`src/rtl/ahb_spi_pkg.sv`:
```
// Shared constants, register map and FSM type for the ahb_spi AHB-Lite SPI master.
package ahb_spi_pkg;

  localparam int unsigned CLK_DIV = 8;
  localparam int unsigned NUM_SS  = 32;
  localparam int unsigned DATA_W  = 32;
  localparam int unsigned DIV_W   = (CLK_DIV > 1) ? $clog2(CLK_DIV) : 1;

  // Byte offsets of the four word registers
  localparam logic [3:0] OFS_CTRL = 4'h0;
  localparam logic [3:0] OFS_SS   = 4'h4;
  localparam logic [3:0] OFS_TX   = 4'h8;
  localparam logic [3:0] OFS_RX   = 4'hC;

  // CTRL/STATUS bit positions
  localparam int unsigned ST_RX_FULL = 0;
  localparam int unsigned ST_BUSY    = 1;
  localparam int unsigned ST_OVERRUN = 2;
  localparam int unsigned ST_TX_DONE = 4;
  localparam int unsigned ST_MODE    = 6;
  localparam int unsigned ST_LOOP    = 7;
  localparam int unsigned ST_NB_LSB  = 12;

  localparam logic [1:0] HTRANS_IDLE   = 2'b00;
  localparam logic [1:0] HTRANS_BUSY   = 2'b01;
  localparam logic [1:0] HTRANS_NONSEQ = 2'b10;
  localparam logic [1:0] HTRANS_SEQ    = 2'b11;

  localparam logic [2:0] HSIZE_BYTE = 3'b000;
  localparam logic [2:0] HSIZE_HALF = 3'b001;
  localparam logic [2:0] HSIZE_WORD = 3'b010;

  typedef enum logic {
    S_IDLE  = 1'b0,
    S_SHIFT = 1'b1
  } spi_state_e;

  function automatic logic [1:0] reg_idx(input logic [3:0] ofs);
    return ofs[3:2];
  endfunction

endpackage

```
`src/rtl/ahb_spi_if.sv`:
```
// AHB-Lite slave port bundle for ahb_spi.
interface ahb_spi_if;
  import ahb_spi_pkg::*;

  logic              HSEL;
  logic              HREADY;
  logic [31:0]       HADDR;
  logic              HWRITE;
  logic [2:0]        HSIZE;
  logic [1:0]        HTRANS;
  logic [DATA_W-1:0] HWDATA;
  logic [DATA_W-1:0] HRDATA;
  logic              HREADYOUT;

  modport master (
    output HSEL, HREADY, HADDR, HWRITE, HSIZE, HTRANS, HWDATA,
    input  HRDATA, HREADYOUT
  );

  modport slave (
    input  HSEL, HREADY, HADDR, HWRITE, HSIZE, HTRANS, HWDATA,
    output HRDATA, HREADYOUT
  );
endinterface

```
`src/rtl/spi_shifter.sv`:
```
// SPI mode-0 frame engine: SCLK divider, bit counter, TX/RX shift registers, done pulses.
module spi_shifter
  import ahb_spi_pkg::*;
(
  input  logic              clk,
  input  logic              rst,
  input  logic              i_start,
  input  logic [DATA_W-1:0] i_data,
  input  logic [2:0]        i_nbytes,
  input  logic              i_miso,
  output logic              o_sclk,
  output logic              o_mosi,
  output logic              o_busy_c,
  output logic              o_done_c,
  output logic              o_byte_done_c,
  output logic [DATA_W-1:0] o_rx
);

  spi_state_e        r_state;
  spi_state_e        w_state_nxt;
  logic [DIV_W-1:0]  r_div;
  logic [4:0]        r_bit;
  logic [2:0]        r_nb;
  logic [DATA_W-1:0] r_tx;

  logic              w_tick;
  logic              w_rise;
  logic              w_fall;
  logic [4:0]        w_last;
  logic [5:0]        w_shamt;
  logic [DATA_W-1:0] w_aligned;

  // Left-justify the N-byte payload so the first bit always sits in the MSB
  assign w_shamt   = 6'(6'd32 - {i_nbytes, 3'b000});
  assign w_aligned = i_data << w_shamt;

  assign w_tick = (r_div == DIV_W'(CLK_DIV - 1));
  assign w_rise = (r_state == S_SHIFT) && w_tick && !o_sclk;
  assign w_fall = (r_state == S_SHIFT) && w_tick && o_sclk;
  assign w_last = 5'({r_nb, 3'b000} - 6'd1);

  assign o_busy_c      = (r_state == S_SHIFT);
  assign o_done_c      = w_fall && (r_bit == w_last);
  assign o_byte_done_c = w_rise && (r_bit[2:0] == 3'd7);

  always_ff @(posedge clk) begin
    if (rst) r_state <= S_IDLE;
    else     r_state <= w_state_nxt;
  end

  always_comb begin
    w_state_nxt = r_state;
    case (r_state)
      S_IDLE:  if (i_start)  w_state_nxt = S_SHIFT;
      S_SHIFT: if (o_done_c) w_state_nxt = S_IDLE;
      default: w_state_nxt = S_IDLE;
    endcase
  end

  // Datapath: MOSI moves on falling SCLK, MISO is sampled on rising SCLK
  always_ff @(posedge clk) begin
    if (rst) begin
      r_div  <= '0;
      r_bit  <= '0;
      r_nb   <= 3'd4;
      r_tx   <= '0;
      o_sclk <= 1'b0;
      o_mosi <= 1'b0;
      o_rx   <= '0;
    end else if (r_state == S_IDLE) begin
      r_div  <= '0;
      r_bit  <= '0;
      o_sclk <= 1'b0;
      if (i_start) begin
        r_nb   <= i_nbytes;
        r_tx   <= w_aligned;
        o_mosi <= w_aligned[DATA_W-1];
      end
    end else begin
      r_div <= w_tick ? '0 : r_div + DIV_W'(1);
      if (w_tick) o_sclk <= ~o_sclk;
      if (w_rise) o_rx <= {o_rx[DATA_W-2:0], i_miso};
      if (w_fall) begin
        r_bit  <= r_bit + 5'd1;
        r_tx   <= r_tx << 1;
        o_mosi <= r_tx[DATA_W-2];
      end
    end
  end

endmodule

```
`src/rtl/ahb_spi.sv`:
```
// AHB-Lite slave SPI master: register file, slave selects and status flags.
// Optional feature macro: AHB_SPI_LOOPBACK_EN (internal MOSI->MISO loopback via CTRL[7]).
module ahb_spi
  import ahb_spi_pkg::*;
(
  input  logic              HCLK,
  input  logic              HRESET,
  ahb_spi_if.slave          bus,
  input  logic              SPI_MISO_i,
  output logic              SPI_MOSI_o,
  output logic [NUM_SS-1:0] SPI_SS_o,
  output logic              SPI_CLK_o
);

  localparam logic [1:0] A_CTRL = reg_idx(OFS_CTRL);
  localparam logic [1:0] A_SS   = reg_idx(OFS_SS);
  localparam logic [1:0] A_TX   = reg_idx(OFS_TX);
  localparam logic [1:0] A_RX   = reg_idx(OFS_RX);

  logic              r_dp_valid;
  logic              r_dp_write;
  logic [1:0]        r_dp_addr;
  logic [2:0]        r_nbytes;
  logic              r_mode;
  logic [NUM_SS-1:0] r_ss;
  logic              r_done;
  logic              r_overrun;
  logic              r_rx_full;
  logic [2:0]        r_rx_cnt;

  logic              w_acc;
  logic              w_wr;
  logic              w_rd;
  logic              w_ctrl_wr;
  logic              w_ss_wr;
  logic              w_tx_wr;
  logic              w_rx_rd;
  logic              w_start;
  logic              w_busy;
  logic              w_done;
  logic              w_byte;
  logic              w_loop;
  logic              w_miso;
  logic [2:0]        w_nb_dec;
  logic [DATA_W-1:0] w_rx;
  logic [DATA_W-1:0] w_rdata;
  logic              w_unused;

  assign w_unused = ^{bus.HADDR[31:4], bus.HADDR[1:0], bus.HTRANS[0], bus.HSIZE};

  assign w_acc = bus.HSEL & bus.HTRANS[1] & bus.HREADY;

  // Address phase capture; the action happens in the following data phase
  always_ff @(posedge HCLK) begin
    if (HRESET) begin
      r_dp_valid <= 1'b0;
      r_dp_write <= 1'b0;
      r_dp_addr  <= '0;
    end else begin
      r_dp_valid <= w_acc;
      r_dp_write <= bus.HWRITE;
      r_dp_addr  <= bus.HADDR[3:2];
    end
  end

  assign w_wr      = r_dp_valid & r_dp_write;
  assign w_rd      = r_dp_valid & ~r_dp_write;
  assign w_ctrl_wr = w_wr && (r_dp_addr == A_CTRL);
  assign w_ss_wr   = w_wr && (r_dp_addr == A_SS);
  assign w_tx_wr   = w_wr && (r_dp_addr == A_TX);
  assign w_rx_rd   = w_rd && (r_dp_addr == A_RX);
  assign w_start   = w_tx_wr & ~w_busy;

  always_comb begin
    w_nb_dec = 3'd4;
    case (bus.HWDATA[ST_NB_LSB +: 4])
      4'd1:    w_nb_dec = 3'd1;
      4'd2:    w_nb_dec = 3'd2;
      4'd3:    w_nb_dec = 3'd3;
      default: w_nb_dec = 3'd4;
    endcase
  end

  // Control registers and sticky flags; a set in the same cycle as a clear wins
  always_ff @(posedge HCLK) begin
    if (HRESET) begin
      r_nbytes  <= 3'd4;
      r_mode    <= 1'b1;
      r_ss      <= '0;
      r_done    <= 1'b0;
      r_overrun <= 1'b0;
      r_rx_full <= 1'b0;
      r_rx_cnt  <= '0;
    end else begin
      if (w_ctrl_wr) begin
        r_nbytes <= w_nb_dec;
        r_mode   <= bus.HWDATA[ST_MODE];
      end
      if (w_ss_wr) r_ss <= bus.HWDATA[NUM_SS-1:0];

      if (w_done)                  r_done <= 1'b1;
      else if (w_start || w_rx_rd) r_done <= 1'b0;

      if (w_tx_wr && w_busy) r_overrun <= 1'b1;
      else if (w_rx_rd)      r_overrun <= 1'b0;

      if (w_byte && (r_rx_cnt == 3'd3)) r_rx_full <= 1'b1;
      else if (w_rx_rd)                 r_rx_full <= 1'b0;

      if (w_rx_rd)                            r_rx_cnt <= w_byte ? 3'd1 : 3'd0;
      else if (w_byte && (r_rx_cnt != 3'd4))  r_rx_cnt <= r_rx_cnt + 3'd1;
    end
  end

`ifdef AHB_SPI_LOOPBACK_EN
  logic r_loop;

  always_ff @(posedge HCLK) begin
    if (HRESET)         r_loop <= 1'b0;
    else if (w_ctrl_wr) r_loop <= bus.HWDATA[ST_LOOP];
  end

  assign w_loop = r_loop;
  assign w_miso = r_loop ? SPI_MOSI_o : SPI_MISO_i;
`else
  assign w_loop = 1'b0;
  assign w_miso = SPI_MISO_i;
`endif

  spi_shifter u_shifter (
    .clk           (HCLK),
    .rst           (HRESET),
    .i_start       (w_start),
    .i_data        (bus.HWDATA),
    .i_nbytes      (r_nbytes),
    .i_miso        (w_miso),
    .o_sclk        (SPI_CLK_o),
    .o_mosi        (SPI_MOSI_o),
    .o_busy_c      (w_busy),
    .o_done_c      (w_done),
    .o_byte_done_c (w_byte),
    .o_rx          (w_rx)
  );

  assign SPI_SS_o = r_mode ? ~r_ss : r_ss;

  // Read data is live status, zero outside a read data phase
  always_comb begin
    w_rdata = '0;
    if (w_rd) begin
      case (r_dp_addr)
        A_CTRL: begin
          w_rdata[ST_NB_LSB +: 4] = {1'b0, r_nbytes};
          w_rdata[ST_LOOP]        = w_loop;
          w_rdata[ST_MODE]        = r_mode;
          w_rdata[ST_TX_DONE]     = r_done;
          w_rdata[ST_OVERRUN]     = r_overrun;
          w_rdata[ST_BUSY]        = w_busy;
          w_rdata[ST_RX_FULL]     = r_rx_full;
        end
        A_SS:    w_rdata = DATA_W'(r_ss);
        A_RX:    w_rdata = w_rx;
        default: w_rdata = '0;
      endcase
    end
  end

  assign bus.HRDATA    = w_rdata;
  assign bus.HREADYOUT = 1'b1;

endmodule

```
`src/flat_wrapper.sv`:
```
// flat-port wrapper written by rule: the top's interface ports become plain ports
module ahb_spi_flat import ahb_spi_pkg::*;
  (HCLK, HRESET, SPI_MISO_i, SPI_MOSI_o, SPI_SS_o, SPI_CLK_o, bus_HSEL, bus_HREADY, bus_HADDR, bus_HWRITE, bus_HSIZE, bus_HTRANS, bus_HWDATA, bus_HRDATA, bus_HREADYOUT);
  ahb_spi_if bus_i ();
  input  logic HCLK;
  input  logic HRESET;
  input  logic SPI_MISO_i;
  output logic SPI_MOSI_o;
  output logic [NUM_SS-1:0] SPI_SS_o;
  output logic SPI_CLK_o;
  input wire logic [$bits(bus_i.HSEL)-1:0] bus_HSEL;
  input wire logic [$bits(bus_i.HREADY)-1:0] bus_HREADY;
  input wire logic [$bits(bus_i.HADDR)-1:0] bus_HADDR;
  input wire logic [$bits(bus_i.HWRITE)-1:0] bus_HWRITE;
  input wire logic [$bits(bus_i.HSIZE)-1:0] bus_HSIZE;
  input wire logic [$bits(bus_i.HTRANS)-1:0] bus_HTRANS;
  input wire logic [$bits(bus_i.HWDATA)-1:0] bus_HWDATA;
  output wire logic [$bits(bus_i.HRDATA)-1:0] bus_HRDATA;
  output wire logic [$bits(bus_i.HREADYOUT)-1:0] bus_HREADYOUT;
  assign bus_i.HSEL = bus_HSEL;
  assign bus_i.HREADY = bus_HREADY;
  assign bus_i.HADDR = bus_HADDR;
  assign bus_i.HWRITE = bus_HWRITE;
  assign bus_i.HSIZE = bus_HSIZE;
  assign bus_i.HTRANS = bus_HTRANS;
  assign bus_i.HWDATA = bus_HWDATA;
  assign bus_HRDATA = bus_i.HRDATA;
  assign bus_HREADYOUT = bus_i.HREADYOUT;
  ahb_spi u_core (.HCLK(HCLK), .HRESET(HRESET), .bus(bus_i), .SPI_MISO_i(SPI_MISO_i), .SPI_MOSI_o(SPI_MOSI_o), .SPI_SS_o(SPI_SS_o), .SPI_CLK_o(SPI_CLK_o));
endmodule
```
`config.mk`:
```
export PLATFORM = sky130hd
export DESIGN_NAME = ahb_spi_flat
export DESIGN_NICKNAME = d
export VERILOG_FILES = /design/src/rtl/ahb_spi_pkg.sv /design/src/rtl/ahb_spi_if.sv /design/src/rtl/spi_shifter.sv /design/src/rtl/ahb_spi.sv /design/src/flat_wrapper.sv
export SDC_FILE = /design/constraint.sdc
export NUM_CORES = 1
export LEC_CHECK = 0
export CORE_MARGIN = 3
export CORE_UTILIZATION = 35
export DETAILED_ROUTE_END_ITERATION = 6
export SLEW_MARGIN = 20
export SYNTH_ARGS = -nofsm -noshare
export SYNTH_HDL_FRONTEND = slang
export SYNTH_SLANG_ARGS = --single-unit
export TNS_END_PERCENT = 1
```
`constraint.sdc`:
```
create_clock -name HCLK -period 3 [get_ports HCLK]
set_clock_uncertainty 0.1 [all_clocks]
set_input_delay 0.3 -clock HCLK [delete_from_list [all_inputs] [get_ports HCLK]]
set_output_delay 0.3 -clock HCLK [all_outputs]
set_load 0.02 [all_outputs]
```
* Yosys cells after proc, flatten, opt, wreduce, memory -nomap -nowiden
Index checks and enable logic that the tools add are counted.
** Storage, ports and cells
- Register bits :: 122
- Output and inout port bits :: 67
- Logic and storage cells :: 98
** Operators by class
- $add $sub $neg :: 5
- Equal/unequal tests :: 12
- Shift operators :: 1
- Multiplexer cells :: 28
- Bitwise operators :: 9
- Reductions and logical operators :: 25
** Operators by type and width (number)
- 31-bit two-way mux :: 3
- 32-bit two-way mux :: 2
- 32-bit inverter :: 1
- 16-bit one-hot mux with 2 select lines :: 1
- 32-bit by 6-bit << shifter with 32-bit output :: 1
- 3-bit one-hot mux with 3 select lines :: 2
- 1-bit logical AND :: 12
- 4-bit one-hot mux with 3 select lines :: 1
- 1-bit two-way mux :: 11
- 2-bit nonzero test :: 5
- 4-bit by 2-bit equality test with 1-bit output, second input constant :: 2
- 4-bit one-hot mux with 2 select lines :: 1
- 3-bit by 1-bit adder with 3-bit output, second input constant :: 2
- 3-bit equality test, second input constant :: 2
- 3-bit two-way mux :: 2
- 1-bit one-hot mux with 2 select lines :: 3
- 2-bit one-hot mux with 3 select lines :: 1
- 2-bit AND reduction :: 3
- 6-bit subtractor, first input constant :: 1
- 5-bit by 1-bit adder with 5-bit output, second input constant :: 1
- 1-bit bitwise AND :: 5
- 5-bit equality test :: 1
- 5-bit by 1-bit subtractor with 5-bit output, second input constant :: 1
- 2-bit equality test, second input constant :: 2
- other kinds (12) :: 14

* Depth between registers and ports, before layout
Gate-level depths: netlist of run 1.
- Depth in word-level cells :: 7
- Gate-level depth with buffers :: 9

* Hierarchy
A second synthesis of run 1 with hierarchy kept.
** Unflattened totals
- Cell total of the unflattened synthesis :: 726
- Area total of the unflattened synthesis :: 6243.5 um^2
** By module, submodules not included
- spi_shifter :: instances 1, cells an instance 423, area each 3731.1 um^2, sequential area each 1521.5 um^2
- ahb_spi :: instances 1, cells an instance 303, area each 2512.4 um^2, sequential area each 920.9 um^2

* Worst setup path after synthesis of run 1
OpenSTA, ideal clock, no wires.
- Path kind :: register to register
- Start point :: reg u_core.r_nbytes[0]
- End point :: reg u_core.u_shifter.r_tx[29]
- Arrival :: 1.854 ns
- Path slack :: 0.914 ns
- Stages on the path, launching flop included :: 10
- Period minus slack after synthesis :: 2.086 ns
- Cells stage by stage :: dfxtp_1 > buf_2 > inv_2 > ha_1 > buf_2 > buf_4 > mux2i_1 > mux2i_1 > a221oi_2 > nor3_1
** On the way
- Cells in the longest elaborated chain, start to end :: 4
** RTL lines
- from (decl) :: line ahb_spi.sv:23 : logic [2:0] r_nbytes;
- from (signal assigned) :: line ahb_spi.sv:96 : r_nbytes <= w_nb_dec;
- 6-bit subtractor :: line spi_shifter.sv:34 : assign w_shamt = 6'(6'd32 - {i_nbytes, 3'b000});
- 32-bit by 6-bit << shifter with 32-bit output :: line spi_shifter.sv:35 : assign w_aligned = i_data << w_shamt;
- 31-bit two-way mux :: line spi_shifter.sv:74 : if (i_start) begin
- 31-bit two-way mux :: line spi_shifter.sv:70 : end else if (r_state == S_IDLE) begin
- to (signal assigned) :: line spi_shifter.sv:76 : r_tx <= w_aligned;
- to (signal assigned) :: line spi_shifter.sv:85 : r_tx <= r_tx << 1;
- to (decl) :: line spi_shifter.sv:24 : logic [DATA_W-1:0] r_tx;
Every way passes these cells. The select of a mux whose other input is x is not followed.
A chain may end at the register's enable or synchronous reset.

* Worst setup path after layout of run 1
- Start point :: reg u_core.r_dp_addr[0]
- End point :: out bus_HRDATA[27]
** On the way
- Cells in the longest elaborated chain, start to end :: 3
- Elaborated cells between the ends (all ways) :: 4
- Those cells by class :: eq/ne (2); mux (2)
** RTL lines
- from (decl) :: line ahb_spi.sv:22 : logic [1:0] r_dp_addr;
- from (signal assigned) :: line ahb_spi.sv:62 : r_dp_addr <= bus.HADDR[3:2];
- 2-bit equality test / 2-bit by 1-bit equality test with 1-bit output (equally long branches) :: line ahb_spi.sv:151 : case (r_dp_addr)
- 16-bit one-hot mux with 2 select lines * :: line ahb_spi.sv:151
- 32-bit two-way mux * :: line ahb_spi.sv:150 : if (w_rd) begin
- to (decl) :: line flat_wrapper.sv:18 : output wire logic [$bits(bus_i.HRDATA)-1:0] bus_HRDATA;
Mark *: on every way between the ends. The rest lies on a longest branch, timed or not.

==> results_dict.tcl, run 1 <==
set metrics [dict create \
    crit_fanout 26 \
    startpoint_to_endpoint_class_of_the_critical_path "register to primary output" \
    synth_cells 713 \
    timing.critical_path.to_type "primary output" \
    net_count_synth 796 \
    layoutNonFillerInstCount 1024 \
    cts_root_buffer "sky130_fd_sc_hd__clkbuf_16" \
    route.detailed.vias_per_inst 5.273 \
    ios 142 \
    synthTopCellsByArea "sky130_fd_sc_hd__dfxtp_1 (41%), sky130_fd_sc_hd__nand2_1 (8.8%), sky130_fd_sc_hd__mux2i_1 (7.7%)" \
    synth_xor_xnor_area_share_pct 6.021 \
    post-synth-top-count-cell "sky130_fd_sc_hd__nand2_1" \
    die_area_mm2 0.01870 \
    dr.first_iter.drc_count 455 \
    clk_pin_slew_ps 60 \
    period_minus_slack_ps 2821 \
    regToRegStartpoint "u_core.r_nbytes[0]" \
    synth_top_area_cell "sky130_fd_sc_hd__dfxtp_1" \
    synth-compound-area-share_pct 18.13 \
    reg2regPathDepth 6 \
    io_buffers 106 \
    ctsHtreeMaxLevel 4 \
    drtPass1Iterations 5 \
    tritoncts_num_sinks 122 \
    floorplan.die.height_um 136.8 \
    crit-reg2reg-capture "u_core.u_shifter.r_tx[2]" \
    worst_path_max_delay_cell "sky130_fd_sc_hd__clkdlybuf4s50_1" \
    cts_tree "done" \
    run_status "finished, final reports clean" \
    ir_drop_v 0.0004239 \
    cellPowerDensity_mw_per_mm2 514.0 \
    drt.antenna.violating_nets 0 \
    slew_headroom_pct 52.22 \
    most_used_standard_cells_in_the_synthesized_netlist "sky130_fd_sc_hd__nand2_1 (140), sky130_fd_sc_hd__dfxtp_1 (122), sky130_fd_sc_hd__a21oi_1 (78)" \
    cts-buffers-inserted 17 \
    yosysWarningCount 0 \
    synthSimpleGateAreaFrac_pct 20.03 \
    grt_start_max_net_pins 41 \
    synth.cell_area_mm2 0.005984 \
    ys.flop_type "sky130_fd_sc_hd__dfxtp_1" \
    syn_avg_cell_area_um2 8.393 \
    drt-wirelength-per-cell_um 16.81 \
    multiplexer_area_fraction_after_synthesis_pct 7.694 \
    p_leak_uw 0.002690 \
    hold_start "HRESET" \
    dominant_combinational_cell_family_by_area_after_synthesis "simple AND/OR/NAND/NOR gates" \
    finalHoldViolCount 0 \
    antenna_cells 0 \
    maxSlewViolCount 0 \
    synth.top_cell.area_share_pct 40.81 \
    vias 5400 \
    fill_cells 1608 \
    synth_enable_flop_cells 0 \
    share_of_final_layout_standard_cells_stronger_than_drive_strength_1_pct 8.458 \
    worstSetupStartpointType "register" \
    synthAdderAreaFrac_pct 1.673 \
    quantity_of_hold_fixing_buffers_added_after_cts 0 \
    unrepaired_setup_endpoints_after_global_routing "false" \
    ys_seq_area_share_pct 40.81 \
    core.rowCount 47 \
    dp_hpwl_um 12330 \
    worst-endpoint-required_ps 2600 \
    design.final.nets 874 \
    routed_wl_um 17210 \
    fin_crit_sh_pct 94.04 \
    setup_violations 0 \
    worst_margin_slew_ps 716.6 \
    clk-insertion-delay-late_ps 430 \
    number_of_placed_instances_taps_included 992 \
    initial_core_utilization_pct 35.96 \
    totalPowerFinal_uw 3996 \
    max_freq_mhz 354.5 \
    hold_path.class "input pin to register" \
    setup.reg_to_reg.worst_slack_ps 580 \
    grt.overflow.total 0 \
    timing.hold.worst_endpoint "u_core.u_shifter.r_nb[0]" \
    synth_cell_type_count 45 \
    finalSetupTns_ps 0 \
    worstHoldPathCells 2 \
    layout_overhead_on_the_synthesized_area_pct 29.90 \
    wire_length_of_the_first_global_routing_pass_um 27070 \
    drcViolationCount 0 \
    place.gp.congestion 0.8501 \
    cp_data_arrival_time_ps 2420 \
    coreArea_mm2 0.01664 \
    asyncSetResetFlopFracSynth_pct 0 \
    ys_ff_latch 122 \
    fp.dieW_um 136.8 \
    critical_path_s_largest_stage_delay_ps 600 \
    antenna_found_initial 0 \
    ctsLongestPathBuffers 2 \
    cap_violations 0 \
    grtUsageTotal_pct 18.62 \
    crit_path_cell_trace "buf_4 > and2_1 > and2_1 > buf_4 > a22o_1 > clkdlybuf4s50_1" \
    grt_pass1_vias 5150 \
]
flip-flops by register name, indices dropped and copies added (netlist names), 2 cells and up:
name and flops:
u_core.u_shifter.r_tx 31, u_core.u_shifter.o_rx 32, u_core.r_ss 32, u_core.r_rx_cnt 3, u_core.u_shifter.r_nb 2, u_core.r_nbytes 3, u_core.r_dp_addr 2, u_core.u_shifter.r_bit 5
u_core.u_shifter.r_div 3
power breakdown:
part	switching (uW)	internal, uW	leakage [uW]
sequential	7.22	1630	0.000983
clock	785	1390	0.000291
combinational	109	82.7	0.00142
total	901	3090	0.00269
routing by layer:
metal,up-vias,wire length (um),track usage [%]
li1,2632,-,-
met1,2546,8076,25.15
met2,191,7905,29.22
met3,31,940,4.485
met4,0,290,6.215
met5,-,0,0
critical path, delay by kind of cell, from the launching register on:
family,cells,cell delay (ps)
buf+inv,3,1120
flops,1,350
simple gates,2,290
compound gates,1,210
worst max-delay path by stage:
stage	from	end	slack (ps)	cells past startpoint
final	u_core.r_dp_addr[0]	bus_HRDATA[27]	180	6
after global routing	u_core.r_dp_valid	bus_HRDATA[3]	30	5
after CTS	u_core.r_dp_valid	bus_HRDATA[27]	150	4
after detailed placement	u_core.r_dp_valid	bus_HRDATA[27]	320	4
after global placement	u_core.r_dp_valid	bus_HRDATA[27]	380	4
after floorplan	u_core.r_nbytes[0]	u_core.u_shifter.r_tx[29]	910	9
cells by family (layout without fill, tap and decap cells):
| family | Yosys count | after routing |
|---|---|---|
| and+or+nand+nor | 277 | 277 |
| AOI/OAI and AO/OA | 150 | 150 |
| DFF | 122 | 122 |
| buffers and inverters | 70 | 161 |
| muxes | 46 | 46 |
| xor gates and xnor gates | 39 | 39 |
| adders and majority gates | 8 | 8 |
| other | 1 | 1 |
placed cells by master (no fill, tap or decap), drive strengths merged, types with 8 or more instances in the layout:
cell	Yosys	routed
xor2	35	35
clkdlybuf4s50	0	105
a21oi	78	78
nor3	43	43
mux2i	46	46
a22o	24	24
nor2	62	62
ha	8	8
o2bb2ai	8	8
inv	9	10
dfxtp	122	122
buf	36	15
clkbuf	25	17
a211oi	9	9
a221oi	23	23
nand2	140	140
cell type report:
type / instances / area [um^2] / share of cell area, %
Inverter: 9 / 33.78 / 0.4346
Timing Repair Buffer: 120 / 1176 / 15.13
Clock inverter: 15 / 198.9 / 2.559
Sequential cell: 122 / 2444 / 31.43
Clock buffer: 17 / 425.4 / 5.472
Tap cell: 220 / 275.3 / 3.541
Multi-Input combinational cell: 521 / 3221 / 41.43
stage by stage:
step | area (um^2) | utilization [%] | worst slack, ps | hold WS [ps]
floorplan | 5984 | - | 914.2 | 304.3
global placement | 7139 | 42.90 | 378.4 | 313.6
detailed placement | 7139 | 42.90 | 316.3 | 326.7
CTS | 7765 | 46.66 | 152.1 | 198.3
global route | 7774 | 46.71 | 34.11 | 221.5
finish | 7774 | 46.71 | 178.8 | 202.6
timing repair:
item	in CTS	in global routing
endpoints found under the setup margin	24	16
gates cloned	0	0
gates resized for setup	1	1
setup buffers	0	0
Note: power is estimated with default switching activity, not from simulation.
==> run 2, diff against run 1 <==
--- a/config.mk
+++ b/config.mk
@@ -8,8 +8,10 @@
 export CORE_MARGIN = 3
 export CORE_UTILIZATION = 35
 export DETAILED_ROUTE_END_ITERATION = 6
+export REMOVE_ABC_BUFFERS = 1
 export SLEW_MARGIN = 20
 export SYNTH_ARGS = -nofsm -noshare
 export SYNTH_HDL_FRONTEND = slang
+export SYNTH_HIERARCHICAL = 1
 export SYNTH_SLANG_ARGS = --single-unit
 export TNS_END_PERCENT = 1
==> run 2 against run 1 <==
  * Worst setup slack improved by 85 ps
  * Total power is 0.71% higher
  * Highest routed layer unchanged
  * Flip-flop and latch count unchanged
  * Non-clock buffer count rose by 9
  * Critical path depth shrank 2
  * Synthesized area is 4.3% higher
  * Final area is 3.1% higher
  * Clock-buffer cell count is 6 higher
  * Synthesized cell count grew 1.8%
==> results_dict.tcl, run 2 <==
set metrics [dict create \
    fill_cells 1700 \
    most_common_cell_after_layout_fill_and_taps_aside "sky130_fd_sc_hd__nand2_1" \
    finalHoldViolCount 0 \
    quantity_of_hold_fixing_buffers_added_after_cts 0 \
    fp.dieW_um 139.6 \
    wire_length_of_the_first_global_routing_pass_um 29240 \
    layout_overhead_on_the_synthesized_area_pct 28.42 \
    worst_path_max_delay_cell "sky130_fd_sc_hd__clkdlybuf4s50_1" \
    clk-insertion-delay-late_ps 420 \
    finalSetupTns_ps 0 \
    hold_start "HRESET" \
    routed_wl_um 18430 \
    ios 142 \
    synth_cells 726 \
    route.detailed.vias_per_inst 5.451 \
    core.rowCount 48 \
    drt-wirelength-per-cell_um 17.67 \
    maxSlewViolCount 0 \
    asyncSetResetFlopFracSynth_pct 0 \
    vias 5685 \
    post-synth-top-count-cell "sky130_fd_sc_hd__nand2_1" \
    worst-endpoint-required_ps 2600 \
    power_frac_seq_pct 40.6 \
    cts_root_buffer "sky130_fd_sc_hd__clkbuf_16" \
    place.gp.congestion 0.8279 \
    p_leak_uw 0.002743 \
    regToRegStartpoint "u_core/r_nbytes[0]" \
    cp_data_arrival_time_ps 2340 \
    antenna_found_initial 0 \
    synthTopCellsByArea "sky130_fd_sc_hd__dfxtp_1 (39%), sky130_fd_sc_hd__nand2_1 (8.8%), sky130_fd_sc_hd__a21oi_1 (6.7%)" \
    cp.buffers_inverters 2 \
    ctsLongestPathBuffers 2 \
    worst_margin_slew_ps 741.7 \
    crit_fanout 25 \
    grt_pass1_vias 5438 \
    synth.cell_area_mm2 0.006243 \
    crit_path_cell_trace "and4b_1 > buf_12 > a22o_1 > clkdlybuf4s50_1" \
    tritoncts_num_sinks 122 \
    clk_pin_slew_ps 50 \
    drt.antenna.violating_nets 0 \
    cts_tree "done" \
    met1_usage_pct 24.23 \
    unrepaired_setup_endpoints_after_global_routing "false" \
    grt_start_max_net_pins 58 \
    internal_power_uw 3190 \
    syn_avg_cell_area_um2 8.600 \
    run_status "finished, final reports clean" \
    max_freq_mhz 365.5 \
    grt.overflow.total 0 \
    cts_setup_buffers 0 \
    synth_top_area_cell "sky130_fd_sc_hd__dfxtp_1" \
    cellPowerDensity_mw_per_mm2 501.9 \
    grt_most_used_layer "met2" \
    ctsHtreeMaxLevel 4 \
    die_area_mm2 0.01948 \
    global_route.usage.met2_pct 30.03 \
    coreArea_mm2 0.01736 \
    share_of_final_layout_standard_cells_stronger_than_drive_strength_1_pct 11.12 \
    period_minus_slack_ps 2736 \
    floorplan.die.height_um 139.6 \
    hold_path.class "input pin to register" \
    cpLargestDelayFamily "buffers and inverters" \
    design_area_mm2 0.008018 \
    power.combinational.fraction_pct 5.1 \
    place_area_mm2 0.007391 \
    design.final.nets 890 \
    dp_hpwl_um 12350 \
    startpoint_to_endpoint_class_of_the_critical_path "register to primary output" \
    synth.top_cell.area_share_pct 39.12 \
    drtPass1Iterations 5 \
    commonest_non_fill_non_tap_cells_in_the_layout "sky130_fd_sc_hd__nand2_1 (146), sky130_fd_sc_hd__dfxtp_1 (121), sky130_fd_sc_hd__clkdlybuf4s50_1 (105)" \
    ys.flop_type "sky130_fd_sc_hd__dfxtp_1" \
    drcViolationCount 0 \
    total_switching_power_uw 833.8 \
    switching_share_pct 20.72 \
    ys_seq_area_share_pct 39.12 \
    dr.first_iter.drc_count 441 \
    worstSetupStartpointType "register" \
    cap_violations 0 \
    initial_core_utilization_pct 35.97 \
    ir_drop_v 0.0003849 \
    synth_enable_flop_cells 0 \
    setup_violations 0 \
    yosysWarningCount 6 \
    cts-buffers-inserted 17 \
    io_buffers 106 \
    grt.met3_usage_pct 5.155 \
    timing.critical_path.to_type "primary output" \
    grtUsageTotal_pct 18.72 \
    fin_crit_sh_pct 91.20 \
    largest_registers "u_core/r_ss: 32 flops, u_core/u_shifter/o_rx: 32 flops, u_core/u_shifter/r_tx: 31 flops" \
    synth_cell_type_count 51 \
    crit_path_start "u_core/r_dp_addr[1]" \
    slew_headroom_pct 50.31 \
    pwr-share-clk_pct 54.3 \
    antenna_cells 0 \
    critical_path_s_largest_stage_delay_ps 620 \
    setup.reg_to_reg.worst_slack_ps 520 \
    ys_ff_latch 122 \
    cts_repair_resize_count 0 \
    most_used_standard_cells_in_the_synthesized_netlist "sky130_fd_sc_hd__nand2_1 (146), sky130_fd_sc_hd__dfxtp_1 (122), sky130_fd_sc_hd__a21oi_1 (84)" \
]
## run 2: cell count changes after synthesis, moves of 9 or more
cell | before | now
sky130_fd_sc_hd__a221oi_2 | 10 | 0
sky130_fd_sc_hd__o211ai_1 | 0 | 9
sky130_fd_sc_hd__buf_4 | 4 | 13
sky130_fd_sc_hd__nor3_1 | 42 | 18
sky130_fd_sc_hd__mux2i_1 | 46 | 2
sky130_fd_sc_hd__o21ai_0 | 1 | 11
sky130_fd_sc_hd__nand3_1 | 6 | 21
sky130_fd_sc_hd__a221oi_1 | 13 | 0
sky130_fd_sc_hd__a22oi_1 | 0 | 17
sky130_fd_sc_hd__o31ai_1 | 0 | 9
sky130_fd_sc_hd__mux2_2 | 0 | 24
sky130_fd_sc_hd__nand4b_1 | 0 | 11
sky130_fd_sc_hd__nor2_1 | 61 | 19
sky130_fd_sc_hd__a211oi_1 | 9 | 0
## run 2: final timing paths
check | cells past startpoint | to
worst max-delay path | 4 | bus_HRDATA[16]
worst min-delay path | 2 | u_core/u_shifter/r_nb[0]
worst max register to register | 6 | u_core/u_shifter/r_tx[19]
worst min register to register | 1 | u_core/u_shifter/r_div[0]
## run 2: area by class of cell
cell class | count | area (um^2) | area share (%)
Timing Repair Buffer | 129 | 1254 | 15.64
Sequential cell | 122 | 2444 | 30.48
Inverter | 10 | 37.54 | 0.4682
Multi-Input combinational cell | 527 | 3374 | 42.09
Tap cell | 225 | 281.5 | 3.511
Clock inverter | 7 | 138.9 | 1.732
Clock buffer | 23 | 488.0 | 6.086
## run 2: cells by family after synthesis
| kind of cell | after synthesis | share of synthesized area, % |
|---|---|---|
| and+or+nand+nor | 265 | 20.20 |
| other | 1 | 0.06006 |
| buffers and inverters | 77 | 6.834 |
| AOI/OAI and AO/OA | 183 | 19.48 |
| adders and majority gates | 8 | 1.603 |
| DFF | 122 | 39.12 |
| xor gates and xnor gates | 36 | 5.171 |
| muxes | 34 | 7.535 |
## run 2: worst register-to-register path, delay by kind of cell (launching register included)
kind / cells / cell delay (ps)
AOI/OAI and AO/OA: 1 / 230
and+or+nand+nor: 2 / 840
DFF: 1 / 330
adders and majority gates: 1 / 390
buffers and inverters: 2 / 500
## run 2: metal layers
metal | vias to the layer above | wire length, um
met4 | 0 | 371
met5 | - | 0
met1 | 2707 | 8280
met2 | 187 | 8526
li1 | 2766 | -
met3 | 25 | 1255
## run 2: metrics by stage
stage               hold slack, ps  total power, uW  setup WS [ps]  utilization, %  cells
finish                       275.6             4024          263.9           46.19   1043
global route                 306.8             4148          169.3           46.19   1043
CTS                          274.7             4054          251.6           46.19   1043
detailed placement           320.6             1871          681.2           42.58   1013
global placement             315.8             1872          651.6           42.58   1013
floorplan                    267.9             1736         -8.715               -    659
## run 2: power by group through the flow
stage | combinational (uW) | sequential, uW | clock, uW
after floorplan | 66.2 | 1670 | 0
after global placement | 204 | 1670 | 0
after detailed placement | 203 | 1670 | 0
after CTS | 205 | 1630 | 2220
after global routing | 218 | 1630 | 2300
final | 205 | 1630 | 2180
